==> src/rtl/noc_packet_injector_if.sv <==
// Local-channel bundle between a compute tile and the NoC injector: request, payload and
// injection-channel signals. master = injector side, slave = tile/fabric side.
interface noc_packet_injector_if #(
    parameter int unsigned Noc_Data_Width = 32,
    parameter int unsigned COORD_W        = 4,
    parameter int unsigned LEN_W          = 8
);
    logic                      req_valid;
    logic                      req_ready;
    logic [COORD_W-1:0]        req_dst_x;
    logic [COORD_W-1:0]        req_dst_y;
    logic [LEN_W-1:0]          req_len;

    logic                      pl_valid;
    logic                      pl_ready;
    logic [Noc_Data_Width-1:0] pl_data;

    logic                      inj_valid;
    logic                      inj_ready;
    logic [Noc_Data_Width-1:0] inj_flit;
    logic                      inj_vc_ready;
    logic                      inj_is_header;
    logic                      inj_is_tail;

    modport master (
        input  req_valid, req_dst_x, req_dst_y, req_len,
        input  pl_valid, pl_data,
        input  inj_ready, inj_vc_ready,
        output req_ready, pl_ready,
        output inj_valid, inj_flit, inj_is_header, inj_is_tail
    );

    modport slave (
        output req_valid, req_dst_x, req_dst_y, req_len,
        output pl_valid, pl_data,
        output inj_ready, inj_vc_ready,
        input  req_ready, pl_ready,
        input  inj_valid, inj_flit, inj_is_header, inj_is_tail
    );
endinterface

==> src/rtl/noc_packet_injector.sv <==
// Packetizer for one NoC local channel: header flit then payload flits, wormhole VC hold.
// Define NOC_PACKET_INJECTOR_STATS_EN to add packet/flit/stall counter outputs.
module noc_packet_injector #(
    parameter int unsigned Noc_Data_Width = 32,
    parameter int unsigned COORD_W        = 4,
    parameter int unsigned LEN_W          = 8,
    parameter int unsigned SRC_X          = 0,
    parameter int unsigned SRC_Y          = 0
) (
    input  logic                         i_noc_clk,
    input  logic                         i_noc_rst,
    noc_packet_injector_if.master        inj_bus
`ifdef NOC_PACKET_INJECTOR_STATS_EN
    ,
    output logic [31:0]                  o_stat_pkt_cnt,
    output logic [31:0]                  o_stat_flit_cnt,
    output logic [31:0]                  o_stat_stall_cnt
`endif
);

    localparam int unsigned HdrW = LEN_W + 4 * COORD_W;
    localparam logic [COORD_W-1:0] SrcX = COORD_W'(SRC_X);
    localparam logic [COORD_W-1:0] SrcY = COORD_W'(SRC_Y);

    typedef enum logic [1:0] {
        StIdle,
        StWaitVc,
        StHead,
        StBody
    } state_e;

    state_e                    r_state,     w_state_nxt;
    logic [COORD_W-1:0]        r_dst_x,     w_dst_x_nxt;
    logic [COORD_W-1:0]        r_dst_y,     w_dst_y_nxt;
    logic [LEN_W-1:0]          r_len,       w_len_nxt;
    logic [LEN_W-1:0]          r_remaining, w_remaining_nxt;
    logic                      r_valid,     w_valid_nxt;
    logic [Noc_Data_Width-1:0] r_flit,      w_flit_nxt;
    logic                      r_is_header, w_is_header_nxt;
    logic                      r_is_tail,   w_is_tail_nxt;

    logic                      w_req_ready;
    logic                      w_pl_ready;
    logic                      w_flit_xfer;
    logic [Noc_Data_Width-1:0] w_header;

    always_comb begin
        w_header           = '0;
        w_header[HdrW-1:0] = {r_len, SrcY, SrcX, r_dst_y, r_dst_x};
    end

    assign w_flit_xfer = r_valid && inj_bus.inj_ready;

    always_comb begin
        w_state_nxt     = r_state;
        w_dst_x_nxt     = r_dst_x;
        w_dst_y_nxt     = r_dst_y;
        w_len_nxt       = r_len;
        w_remaining_nxt = r_remaining;
        w_valid_nxt     = r_valid;
        w_flit_nxt      = r_flit;
        w_is_header_nxt = r_is_header;
        w_is_tail_nxt   = r_is_tail;
        w_req_ready     = 1'b0;
        w_pl_ready      = 1'b0;

        unique case (r_state)
            StIdle: begin
                w_req_ready = 1'b1;
                if (inj_bus.req_valid) begin
                    w_dst_x_nxt     = inj_bus.req_dst_x;
                    w_dst_y_nxt     = inj_bus.req_dst_y;
                    w_len_nxt       = inj_bus.req_len;
                    w_remaining_nxt = inj_bus.req_len;
                    w_state_nxt     = StWaitVc;
                end
            end

            StWaitVc: begin
                if (inj_bus.inj_vc_ready) begin
                    w_flit_nxt      = w_header;
                    w_valid_nxt     = 1'b1;
                    w_is_header_nxt = 1'b1;
                    w_is_tail_nxt   = (r_len == '0);
                    w_state_nxt     = StHead;
                end
            end

            StHead: begin
                // Open the payload port while the header drains so the first word follows it.
                w_pl_ready = inj_bus.inj_ready && (r_len != '0);
                if (w_flit_xfer) begin
                    if (r_len == '0) begin
                        w_valid_nxt = 1'b0;
                        w_state_nxt = StIdle;
                    end else begin
                        w_state_nxt = StBody;
                        if (inj_bus.pl_valid) begin
                            w_flit_nxt      = inj_bus.pl_data;
                            w_is_header_nxt = 1'b0;
                            w_is_tail_nxt   = (r_remaining == LEN_W'(1));
                            w_remaining_nxt = r_remaining - LEN_W'(1);
                        end else begin
                            w_valid_nxt = 1'b0;
                        end
                    end
                end
            end

            StBody: begin
                w_pl_ready = (!r_valid || inj_bus.inj_ready) && (r_remaining != '0);
                if (w_pl_ready && inj_bus.pl_valid) begin
                    w_flit_nxt      = inj_bus.pl_data;
                    w_valid_nxt     = 1'b1;
                    w_is_header_nxt = 1'b0;
                    w_is_tail_nxt   = (r_remaining == LEN_W'(1));
                    w_remaining_nxt = r_remaining - LEN_W'(1);
                end else if (w_flit_xfer) begin
                    // Drained with nothing to replace it: a bubble, or the tail just left.
                    w_valid_nxt = 1'b0;
                    if (r_remaining == '0) begin
                        w_state_nxt = StIdle;
                    end
                end
            end

            default: begin
                w_state_nxt = StIdle;
            end
        endcase
    end

    always_ff @(posedge i_noc_clk) begin
        if (i_noc_rst) begin
            r_state     <= StIdle;
            r_dst_x     <= '0;
            r_dst_y     <= '0;
            r_len       <= '0;
            r_remaining <= '0;
            r_valid     <= 1'b0;
            r_flit      <= '0;
            r_is_header <= 1'b0;
            r_is_tail   <= 1'b0;
        end else begin
            r_state     <= w_state_nxt;
            r_dst_x     <= w_dst_x_nxt;
            r_dst_y     <= w_dst_y_nxt;
            r_len       <= w_len_nxt;
            r_remaining <= w_remaining_nxt;
            r_valid     <= w_valid_nxt;
            r_flit      <= w_flit_nxt;
            r_is_header <= w_is_header_nxt;
            r_is_tail   <= w_is_tail_nxt;
        end
    end

    // Handshake readies are held low while reset is asserted so nothing is accepted.
    assign inj_bus.req_ready     = w_req_ready && !i_noc_rst;
    assign inj_bus.pl_ready      = w_pl_ready && !i_noc_rst;
    assign inj_bus.inj_valid     = r_valid;
    assign inj_bus.inj_flit      = r_flit;
    assign inj_bus.inj_is_header = r_is_header;
    assign inj_bus.inj_is_tail   = r_is_tail;

`ifdef NOC_PACKET_INJECTOR_STATS_EN
    logic [31:0] r_stat_pkt_cnt;
    logic [31:0] r_stat_flit_cnt;
    logic [31:0] r_stat_stall_cnt;
    logic        w_stall;

    assign w_stall = (r_valid && !inj_bus.inj_ready) ||
                     ((r_state == StWaitVc) && !inj_bus.inj_vc_ready);

    always_ff @(posedge i_noc_clk) begin
        if (i_noc_rst) begin
            r_stat_pkt_cnt   <= '0;
            r_stat_flit_cnt  <= '0;
            r_stat_stall_cnt <= '0;
        end else begin
            if (w_flit_xfer) begin
                r_stat_flit_cnt <= r_stat_flit_cnt + 32'd1;
            end
            if (w_flit_xfer && r_is_tail) begin
                r_stat_pkt_cnt <= r_stat_pkt_cnt + 32'd1;
            end
            if (w_stall) begin
                r_stat_stall_cnt <= r_stat_stall_cnt + 32'd1;
            end
        end
    end

    assign o_stat_pkt_cnt   = r_stat_pkt_cnt;
    assign o_stat_flit_cnt  = r_stat_flit_cnt;
    assign o_stat_stall_cnt = r_stat_stall_cnt;
`endif

endmodule

==> src/flat_wrapper.sv <==
// flat-port wrapper written by rule: the top's interface ports become plain ports
module noc_packet_injector_flat 
#(
    parameter int unsigned Noc_Data_Width = 32,
    parameter int unsigned COORD_W        = 4,
    parameter int unsigned LEN_W          = 8,
    parameter int unsigned SRC_X          = 0,
    parameter int unsigned SRC_Y          = 0
)
  (i_noc_clk, i_noc_rst, inj_bus_req_valid, inj_bus_req_dst_x, inj_bus_req_dst_y, inj_bus_req_len, inj_bus_pl_valid, inj_bus_pl_data, inj_bus_inj_ready, inj_bus_inj_vc_ready, inj_bus_req_ready, inj_bus_pl_ready, inj_bus_inj_valid, inj_bus_inj_flit, inj_bus_inj_is_header, inj_bus_inj_is_tail);
  noc_packet_injector_if #(.Noc_Data_Width(Noc_Data_Width), .COORD_W(COORD_W), .LEN_W(LEN_W)) inj_bus_i ();
  input  logic i_noc_clk;
  input  logic i_noc_rst;
  input wire logic [$bits(inj_bus_i.req_valid)-1:0] inj_bus_req_valid;
  input wire logic [$bits(inj_bus_i.req_dst_x)-1:0] inj_bus_req_dst_x;
  input wire logic [$bits(inj_bus_i.req_dst_y)-1:0] inj_bus_req_dst_y;
  input wire logic [$bits(inj_bus_i.req_len)-1:0] inj_bus_req_len;
  input wire logic [$bits(inj_bus_i.pl_valid)-1:0] inj_bus_pl_valid;
  input wire logic [$bits(inj_bus_i.pl_data)-1:0] inj_bus_pl_data;
  input wire logic [$bits(inj_bus_i.inj_ready)-1:0] inj_bus_inj_ready;
  input wire logic [$bits(inj_bus_i.inj_vc_ready)-1:0] inj_bus_inj_vc_ready;
  output wire logic [$bits(inj_bus_i.req_ready)-1:0] inj_bus_req_ready;
  output wire logic [$bits(inj_bus_i.pl_ready)-1:0] inj_bus_pl_ready;
  output wire logic [$bits(inj_bus_i.inj_valid)-1:0] inj_bus_inj_valid;
  output wire logic [$bits(inj_bus_i.inj_flit)-1:0] inj_bus_inj_flit;
  output wire logic [$bits(inj_bus_i.inj_is_header)-1:0] inj_bus_inj_is_header;
  output wire logic [$bits(inj_bus_i.inj_is_tail)-1:0] inj_bus_inj_is_tail;
  assign inj_bus_i.req_valid = inj_bus_req_valid;
  assign inj_bus_i.req_dst_x = inj_bus_req_dst_x;
  assign inj_bus_i.req_dst_y = inj_bus_req_dst_y;
  assign inj_bus_i.req_len = inj_bus_req_len;
  assign inj_bus_i.pl_valid = inj_bus_pl_valid;
  assign inj_bus_i.pl_data = inj_bus_pl_data;
  assign inj_bus_i.inj_ready = inj_bus_inj_ready;
  assign inj_bus_i.inj_vc_ready = inj_bus_inj_vc_ready;
  assign inj_bus_req_ready = inj_bus_i.req_ready;
  assign inj_bus_pl_ready = inj_bus_i.pl_ready;
  assign inj_bus_inj_valid = inj_bus_i.inj_valid;
  assign inj_bus_inj_flit = inj_bus_i.inj_flit;
  assign inj_bus_inj_is_header = inj_bus_i.inj_is_header;
  assign inj_bus_inj_is_tail = inj_bus_i.inj_is_tail;
  noc_packet_injector #(.Noc_Data_Width(Noc_Data_Width), .COORD_W(COORD_W), .LEN_W(LEN_W), .SRC_X(SRC_X), .SRC_Y(SRC_Y)) u_core (.i_noc_clk(i_noc_clk), .i_noc_rst(i_noc_rst), .inj_bus(inj_bus_i));
endmodule
==> config.mk <==
export PLATFORM = sky130hd
export DESIGN_NAME = noc_packet_injector_flat
export DESIGN_NICKNAME = d
export VERILOG_FILES = /design/src/rtl/noc_packet_injector_if.sv /design/src/rtl/noc_packet_injector.sv /design/src/flat_wrapper.sv
export SDC_FILE = /design/constraint.sdc
export NUM_CORES = 1
export LEC_CHECK = 0
export ABC_AREA = 0
export CAP_MARGIN = 20
export CORE_ASPECT_RATIO = 0.8
export CORE_UTILIZATION = 48
export CTS_BUF_LIST = sky130_fd_sc_hd__clkbuf_4
export CTS_CLUSTER_DIAMETER = 100
export DETAILED_ROUTE_END_ITERATION = 6
export MAX_ROUTING_LAYER = met4
export PLACE_DENSITY = 0.92
export SETUP_SLACK_MARGIN = 0.5
export SLEW_MARGIN = 10
export SYNTH_ARGS = -nofsm -noshare
export SYNTH_HDL_FRONTEND = slang
export SYNTH_SLANG_ARGS = --single-unit
==> constraint.sdc <==
create_clock -name i_noc_clk -period 2.3 [get_ports i_noc_clk]
set_input_delay 0.46 -clock i_noc_clk [delete_from_list [all_inputs] [get_ports i_noc_clk]]
set_output_delay 0.46 -clock i_noc_clk [all_outputs]
set_load 0.005 [all_outputs]
# Yosys cells after proc, flatten, opt, wreduce, memory -nomap -nowiden
# Cells that the tools add are included.
dict set report totals {
  regBits 61
  wordCells 86
}
dict set report op_classes {
  n_eq_ne 15
  mux 40
  addsub 1
  n_reduce_logical 21
}
# cell n
set ops {}
lappend ops {{$mux W32} 5}
lappend ops {{$pmux W32 S3} 1}
lappend ops {{$mux W8} 5}
lappend ops {{$pmux W8 S3} 1}
lappend ops {{$reduce_and A6 Y1} 3}
lappend ops {{$logic_not A8 Y1} 2}
lappend ops {{$mux W1} 16}
lappend ops {{$reduce_bool A8 Y1} 2}
lappend ops {{$mux W2} 7}
lappend ops {{$ne A2 B2 Y1 const B} 5}
lappend ops {{$pmux W1 S3} 3}
lappend ops {{$eq A8 B1 Y1 const B} 1}
lappend ops {{$ne A2 B1 Y1 const B} 4}
lappend ops {{$pmux W2 S4} 1}
lappend ops {{$sub A8 B1 Y8 const B} 1}
lappend ops {{$logic_and A1 B1 Y1} 6}
lappend ops {{$reduce_bool A3 Y1} 2}
lappend ops {{$reduce_and A5 Y1} 1}
lappend ops {{$eq A2 B2 Y1 const B} 2}
lappend ops {{$ne A3 B1 Y1 const B} 1}
lappend ops {{$ne A3 B2 Y1 const B} 1}
lappend ops {{$eq A2 B1 Y1 const B} 1}
lappend ops {{$logic_not A1 Y1} 2}
lappend ops {{$logic_not A2 Y1} 1}
lappend ops {{other kinds (3)} 3}

# Logic depth before layout (Yosys ltp)
# Gate-level depths: netlist of the first run.
dict set report logic_depth {
  depth_word 6
  ltp_mapped 8
}

# Least setup slack after synthesis of the first run
# OpenSTA, ideal clock, no wires.
dict set report synth_path {
  path_type {register -> output}
  startpoint {reg u_core.r_remaining[0]}
  endpoint {out inj_bus_pl_ready}
  n_path_buf 1
  stages_incl_launch_ff 7
  t_required_ns 1.840
  path_slack_ns 0.412
  arrival_ns 1.428
  path_cell_list {dfxtp_1 -> inv_1 -> ha_1 -> buf_1 -> and3_1 -> o32a_1 -> nor3_1}
}
dict set report synth_between {
  elab_chain_cells 4
}
# item line_no
set synth_lines {}
lappend synth_lines {{start, declared} noc_packet_injector.sv:36} ;# logic [LEN_W-1:0] r_remaining, w_remaining_nxt;
lappend synth_lines {{start signal, assigned} noc_packet_injector.sv:149} ;# r_remaining <= w_remaining_nxt;
lappend synth_lines {{$reduce_bool A8 Y1} noc_packet_injector.sv:111} ;# w_pl_ready = (!r_valid || inj_bus.inj_ready) && (r_remaining != '0);
lappend synth_lines {{$logic_and A1 B1 Y1} noc_packet_injector.sv:111}
lappend synth_lines {{$pmux W1 S2} noc_packet_injector.sv:67} ;# unique case (r_state)
lappend synth_lines {{$logic_and A1 B1 Y1} noc_packet_injector.sv:159} ;# assign inj_bus.pl_ready = w_pl_ready && !i_noc_rst;
lappend synth_lines {{end, declared} flat_wrapper.sv:23} ;# output wire logic [$bits(inj_bus_i.pl_ready)-1:0] inj_bus_pl_ready;
# Every way passes these cells.

# Worst setup path after layout of the first run
dict set report layout_path {
  startpoint {reg u_core.r_remaining[1]}
  endpoint {reg u_core.r_remaining[4]}
}
dict set report layout_between {
  elab_chain_cells 5
}
# item line_no
set layout_lines {}
lappend layout_lines {{$sub A8 B1 Y8 / $reduce_bool A8 Y1 (equally long branches)} {noc_packet_injector.sv:102, noc_packet_injector.sv:117, noc_packet_injector.sv:111}}
lappend layout_lines {{$mux W8 / $logic_and A1 B1 Y1 (equally long branches)} {noc_packet_injector.sv:98, noc_packet_injector.sv:111}}
lappend layout_lines {{$mux W8 / $logic_and A1 B1 Y1 (equally long branches)} {noc_packet_injector.sv:93, noc_packet_injector.sv:112}}
lappend layout_lines {{$mux W8 / $ne A2 B1 Y1 (equally long branches)} --}
lappend layout_lines {{$pmux W8 S3 / $reduce_and A6 Y1 (equally long branches)} --}
# Several ways; a longest one is shown, not always the timed one. The select of a mux whose other input is x is not followed.
# A chain may end at the register's enable or synchronous reset.

==> impl_metrics.py, run 1 <==
metrics = {
    "outcome": {
        "outcome": "finished with violations",
        "violations": "design-rule violations",
    },
    "timing": {
        "skew_ns": 0.01424,
        "timing_worst_slew_pin_value_ns": 0.8347,
        "min_period_ns": 2.289,
        "post-route-period-util": 0.9954,
        "setup-violations-final": 0,
        "finalHoldViolCount": 0,
        "report.final.slew_viol_count": 0,
        "whs_ns": 0.4608,
        "fmax_mhz": 436.8,
        "slew_headroom": 0.4435,
        "tns_ns": 0,
        "grt_setup_unrepaired": "true",
    },
    "grt": {
        "antenna_found_initial": 0,
        "grt_max_degree": 63,
        "grt_overflow": 0,
        "grt_pass1_wl_um": 15010,
        "first_global_vias": 3103,
        "grt_usage": 0.3374,
    },
    "layout": {
        "drive_above_1_share": 0.3148,
        "insertedDiodeCount": 0,
        "instances_no_fill": 545,
        "layout.nets": 519,
        "area_growth_pct": 71.67,
        "finalInstanceArea_um2": 4792,
    },
    "place": {
        "io_buffer_count": 90,
        "hpwl_um": 5681,
        "dp.cells": 502,
        "place_congestion": 0.8602,
        "postPlaceCellArea_um2": 3911,
    },
    "floorplan": {
        "fp.dieW_um": 87.26,
        "coreArea_um2": 5525,
        "rows": 24,
        "die_h_um": 70.21,
        "die-area_um2": 6127,
        "initial_core_util": 0.5052,
        "pin_count": 91,
    },
    "setup_path": {
        "worstReg2RegStart": "u_core.r_remaining[1]$_SDFFE_PP0P_",
        "arrival_ns": 2.55,
        "path_max_fanout": 5,
        "crit_start": "u_core.r_remaining[1]$_SDFFE_PP0P_",
        "startpoint_type": "flop",
        "cp-end-kind": "flop",
        "required_ns": 2.56,
        "crit_type": "reg2reg",
    },
    "yosys": {
        "syn_inst": 331,
        "synth_xor_area_frac": 0.003138,
        "synth_cell_types": 43,
        "synth-main-ff-cell": "dfxtp_1",
        "muxShareOfSynthArea": 0.06813,
        "synth_simple_gate_area_frac": 0.2062,
        "yosys-top-cells-count": "dfxtp_1 (61), nand2_1 (59), a21oi_1 (43)",
        "netlist_area_um2": 2791,
        "yosysSeqAreaShare": 0.4375,
        "yosysTopAreaCellShare": 0.4375,
        "yosys.area.top_type": "dfxtp_1",
        "synth_nets": 387,
        "ys.warnings.count": 0,
        "synth_edf_count": 0,
        "async_flop_share": 0,
        "ys_seq_elements": 61,
        "yosysMostFrequentCell": "dfxtp_1",
        "synth_top_family_by_area": "compound AO/OA/AOI/OAI gates",
        "synth_compound_gate_area_share": 0.2228,
        "ys_top_cells_by_area": "dfxtp_1 (44%), nand2_1 (7.9%), a21oi_1 (7.7%)",
        "synthAdderAreaFrac": 0.008965,
        "syn_avg_cell_area_um2": 8.433,
    },
    "routing": {
        "num_vias": 3512,
        "wl_um": 12200,
        "wl_per_cell_um": 22.39,
        "postRouteAntennaNets": 0,
        "viasPerCell": 6.444,
        "drc_errors": 8,
        "drt-pass1-iter-count": 7,
        "drt-initial-drc-count": 382,
    },
    "power_and_ir_drop": {
        "leakage_nw": 1.713,
        "ir_drop_mv": 0.6013,
        "powerDensity_nw_per_um2": 983.8,
    },
    "clocking": {
        "cts_tree": "done",
        "insertion_delay_ns": 0.42,
        "h-tree-depth": 3,
        "cts_buffers": 9,
        "clock-sinks": 61,
        "clk_pin_slew_worst_paths_ns": 0.11,
        "clk_path_buf_depth": 2,
        "cts_root_buffer": "clkbuf_4",
    },
    "hold_path": {
        "hp-class": "reg2reg",
        "hp-start": "u_core.inj_bus.inj_flit[28]$_SDFFE_PP0P_",
    },
    "job": {
        "max_cap_viol_count": 0,
    },
}
-- power breakdown --
group	switching (W)	internal, W
Combinational	0.00126	0.00130
Clock	0.000413	0.000315
Sequential	0.000177	0.00125
-- repair_timing --
| item | in CTS | in global routing |
|---|---|---|
| setup endpoints to repair | 43 | 52 |
| pin swaps | 25 | 21 |
| resized for setup | 31 | 73 |
| buffers inserted | 13 | 9 |
| gates cloned | 5 | 1 |
| hold buffers | 0 | 0 |
-- metal layers --
metal | GRT usage | routed length [um]
met1 | 0.3584 | 4342
met2 | 0.5330 | 5579
met3 | 0.1241 | 1317
met4 | 0.2040 | 964
met5 | - | 0
-- cell type report --
type                    count  area, um2
fillers                   262      733.2
multi-input cells         240       1752
inverters                   6      22.52
repair buffers            145       1549
well taps                  78      97.59
clock inverters             6      55.05
flip-flops and latches     61       1249
clock buffers               9      67.56
-- cell usage in the layout, fill, tap and decap left out, types with 10 or more instances in the layout --
cell type,n
nor2_1,28
dfxtp_1,47
buf_6,11
clkdlybuf4s50_1,84
a21oi_2,10
nand3_1,10
nand2_1,57
dfxtp_2,10
mux2i_1,19
a21oi_1,33
buf_4,30
a211oi_2,13
-- critical path: stages (launching register included) --
cell and delay, ns:
dfxtp_2 0.37, inv_2 0.06, ha_4 0.17, buf_4 0.13, buf_6 0.11, a311o_4 0.34
buf_12 0.15, a2bb2oi_4 0.24, buf_6 0.16, mux2i_1 0.25, a31oi_1 0.15
-- kinds of logic after synthesis --
group / count (synthesis)
simple gates: 128
compound gates: 89
flops: 61
buf+inv: 31
mux: 19
fa+ha+maj: 2
xor+xnor: 1
-- flip-flops by register name, summed over array words and instances (netlist names) --
register and cells:
u_core.r_remaining 8, u_core.inj_bus.inj_is_header 1, u_core.inj_bus.inj_is_tail 1, u_core.inj_bus.inj_valid 1, u_core.r_state 2, u_core.inj_bus.inj_flit 32, u_core.r_len 8, u_core.r_dst_y 4
u_core.r_dst_x 4
-- path summary, 6_finish.rpt --
path                                                                 end  slack [ns]  cells past startpoint
worst max-delay path                  u_core.r_remaining[4]$_SDFFE_PP0P_        0.01                     10
worst min-delay path            u_core.inj_bus.inj_flit[28]$_SDFFE_PP0P_        0.46                      2
worst max register to register        u_core.r_remaining[4]$_SDFFE_PP0P_        0.01                     10
worst min register to register  u_core.inj_bus.inj_flit[28]$_SDFFE_PP0P_        0.46                      2
-- through the flow --
stage	total power (W)	worst slack, ns	util
CTS	0.004095	0.1954	0.7937
floorplan	0.002315	0.4599	-
global route	0.004835	-0.07690	0.8673
global placement	0.002907	-0.05058	0.7079
finish	0.004714	0.01064	0.8673
detailed placement	0.002974	-0.1107	0.7079
(Power assumes the default switching activity.)
==> run 2, diff against run 1 <==
--- a/config.mk
+++ b/config.mk
@@ -7,13 +7,16 @@
 export LEC_CHECK = 0
 export ABC_AREA = 0
 export CAP_MARGIN = 20
+export CELL_PAD_IN_SITES_DETAIL_PLACEMENT = 1
+export CELL_PAD_IN_SITES_GLOBAL_PLACEMENT = 1
 export CORE_ASPECT_RATIO = 0.8
-export CORE_UTILIZATION = 48
+export CORE_UTILIZATION = 47
 export CTS_BUF_LIST = sky130_fd_sc_hd__clkbuf_4
 export CTS_CLUSTER_DIAMETER = 100
 export DETAILED_ROUTE_END_ITERATION = 6
+export DONT_BUFFER_PORTS = 1
 export MAX_ROUTING_LAYER = met4
-export PLACE_DENSITY = 0.92
+export PLACE_DENSITY = 0.9
 export SETUP_SLACK_MARGIN = 0.5
 export SLEW_MARGIN = 10
 export SYNTH_ARGS = -nofsm -noshare
==> run 2 against run 1 <==
  * The flow now finishes without violations
  * Hold slack worse by 0.35 ns
  * Clock skew is 0.0021 ns higher
  * Sequential power is 3% higher
  * Sequential share of layout area is 7.3 points higher
  * Sequential cell count stayed put
  * Fmax is 10% higher
  * Total power is 12% lower
  * Core utilization is 20 points lower
  * Register-to-register slack better by 0.22 ns
  * Critical path depth is 6 lower
  * Count of clock-buffer cells in the layout is 2 higher
  * Worst setup slack better by 0.21 ns
  * Critical endpoint is now inj_bus_pl_ready
==> impl_metrics.py, run 2 (synthesized netlist as in run 1, its figures left out) <==
metrics = {
    "outcome": {
        "outcome": "finished clean",
    },
    "timing": {
        "grt_setup_unrepaired": "true",
        "whs_ns": 0.1059,
        "slew_headroom": 0.6492,
        "min_period_ns": 2.081,
        "timing_worst_slew_pin_value_ns": 0.5250,
        "post-route-period-util": 0.9046,
        "fmax_mhz": 480.6,
        "setup-violations-final": 0,
        "skew_ns": 0.01637,
        "finalHoldViolCount": 0,
        "tns_ns": 0,
        "report.final.slew_viol_count": 0,
    },
    "layout": {
        "insertedDiodeCount": 0,
        "area_growth_pct": 34.02,
        "final_common_cell": "nand2_1",
        "instances_no_fill": 441,
        "largest_reg_flops": 32,
        "layout.nets": 414,
        "layout_common_cells": "nand2_1 (58), dfxtp_1 (51), a21oi_1 (27)",
        "drive_above_1_share": 0.3802,
    },
    "setup_path": {
        "crit_type": "reg2out",
        "cp-end-kind": "primary output",
        "path_max_fanout": 4,
        "arrival_ns": 1.62,
        "required_ns": 1.84,
        "worstReg2RegStart": "u_core.r_remaining[1]$_SDFFE_PP0P_",
        "startpoint_type": "flop",
        "crit_start": "u_core.r_len[4]$_SDFFE_PP0P_",
    },
    "clocking": {
        "h-tree-depth": 3,
        "cts_buffers": 9,
        "cts_root_buffer": "clkbuf_4",
        "insertion_delay_ns": 0.41,
        "clk_pin_slew_worst_paths_ns": 0.12,
        "hold_buffers": 0,
        "clock-sinks": 61,
        "cts_tree": "done",
        "clk_path_buf_depth": 2,
    },
    "floorplan": {
        "initial_core_util": 0.4998,
        "coreArea_um2": 5585,
        "die-area_um2": 6253,
        "fp.dieW_um": 88.16,
        "rows": 24,
        "pin_count": 91,
        "die_h_um": 70.93,
    },
    "grt": {
        "grt_max_degree": 65,
        "grt_usage": 0.3193,
        "grt_overflow": 0,
        "first_global_vias": 2913,
        "antenna_found_initial": 0,
        "grt_pass1_wl_um": 14690,
    },
    "routing": {
        "num_vias": 2776,
        "wl_um": 10770,
        "wl_per_cell_um": 24.43,
        "drt-pass1-iter-count": 4,
        "viasPerCell": 6.295,
        "drc_errors": 0,
        "drt-initial-drc-count": 140,
        "postRouteAntennaNets": 0,
    },
    "place": {
        "dp.cells": 390,
        "place_congestion": 0.9264,
        "hpwl_um": 5469,
        "io_buffer_count": 0,
    },
    "power_and_ir_drop": {
        "leakage_nw": 1.244,
        "ir_drop_mv": 0.4176,
        "powerDensity_nw_per_um2": 1113,
    },
    "job": {
        "max_cap_viol_count": 0,
    },
    "hold_path": {
        "hp-class": "in2reg",
        "hp-start": "i_noc_rst",
    },
}
## run 2: metrics by stage
stage	power, W	area [um2]	utilization	setup WS (ns)
2_1_floorplan	0.002315	2836	-	0.4599
3_3_place_gp	0.002472	2850	0.5103	0.3997
3_5_place_dp	0.002542	2850	0.5103	0.2509
4_1_cts	0.003768	3425	0.6131	0.1962
5_1_grt	0.004349	3741	0.6698	0.1548
6_report	0.004164	3741	0.6698	0.2193
## run 2: critical path, cell delays in order (launching register included)
cell     delay (ns)
dfxtp_1        0.37
nor4_4         0.36
and2_4         0.24
o32a_1         0.19
nor3_2         0.07
## run 2: routing by layer
metal  up-vias  GRT usage  wire length [um]
li1       1230          -                 -
met1      1377     0.3596              4195
met2       142     0.5359              5415
met3        27    0.09685               909
met4         0     0.1075               252
met5         -          -                 0
## run 2: layout make-up
| class | count | area [um2] |
|---|---|---|
| fillers | 631 | 1844 |
| multi-input cells | 240 | 1753 |
| flip-flops and latches | 61 | 1246 |
| repair buffers | 40 | 484.2 |
| well taps | 78 | 97.59 |
| clock buffers | 11 | 82.58 |
| clock inverters | 5 | 51.30 |
| inverters | 6 | 26.28 |
## run 2: power by group
group / switching, W / internal (W)
clock: 0.000422 / 0.000349
sequential: 0.000210 / 0.00126
combinational: 0.00101 / 0.000917
## run 2: path summary, 6_finish.rpt
path / end / slack [ns] / cells past startpoint
setup / recovery: inj_bus_pl_ready / 0.22 / 4
hold / removal: u_core.r_remaining[2]$_SDFFE_PP0P_ / 0.11 / 1
setup reg to reg: u_core.inj_bus.inj_is_tail$_SDFFE_PP0P_ / 0.23 / 9
hold reg to reg: u_core.r_dst_y[3]$_SDFFE_PP0P_ / 0.47 / 2
## run 2: what timing repair did
action                     4_1_cts  5_1_grt
buffers inserted                22        7
pin swaps                       31       30
resized for setup               44       56
gates cloned                     5        1
setup endpoints to repair       43       46
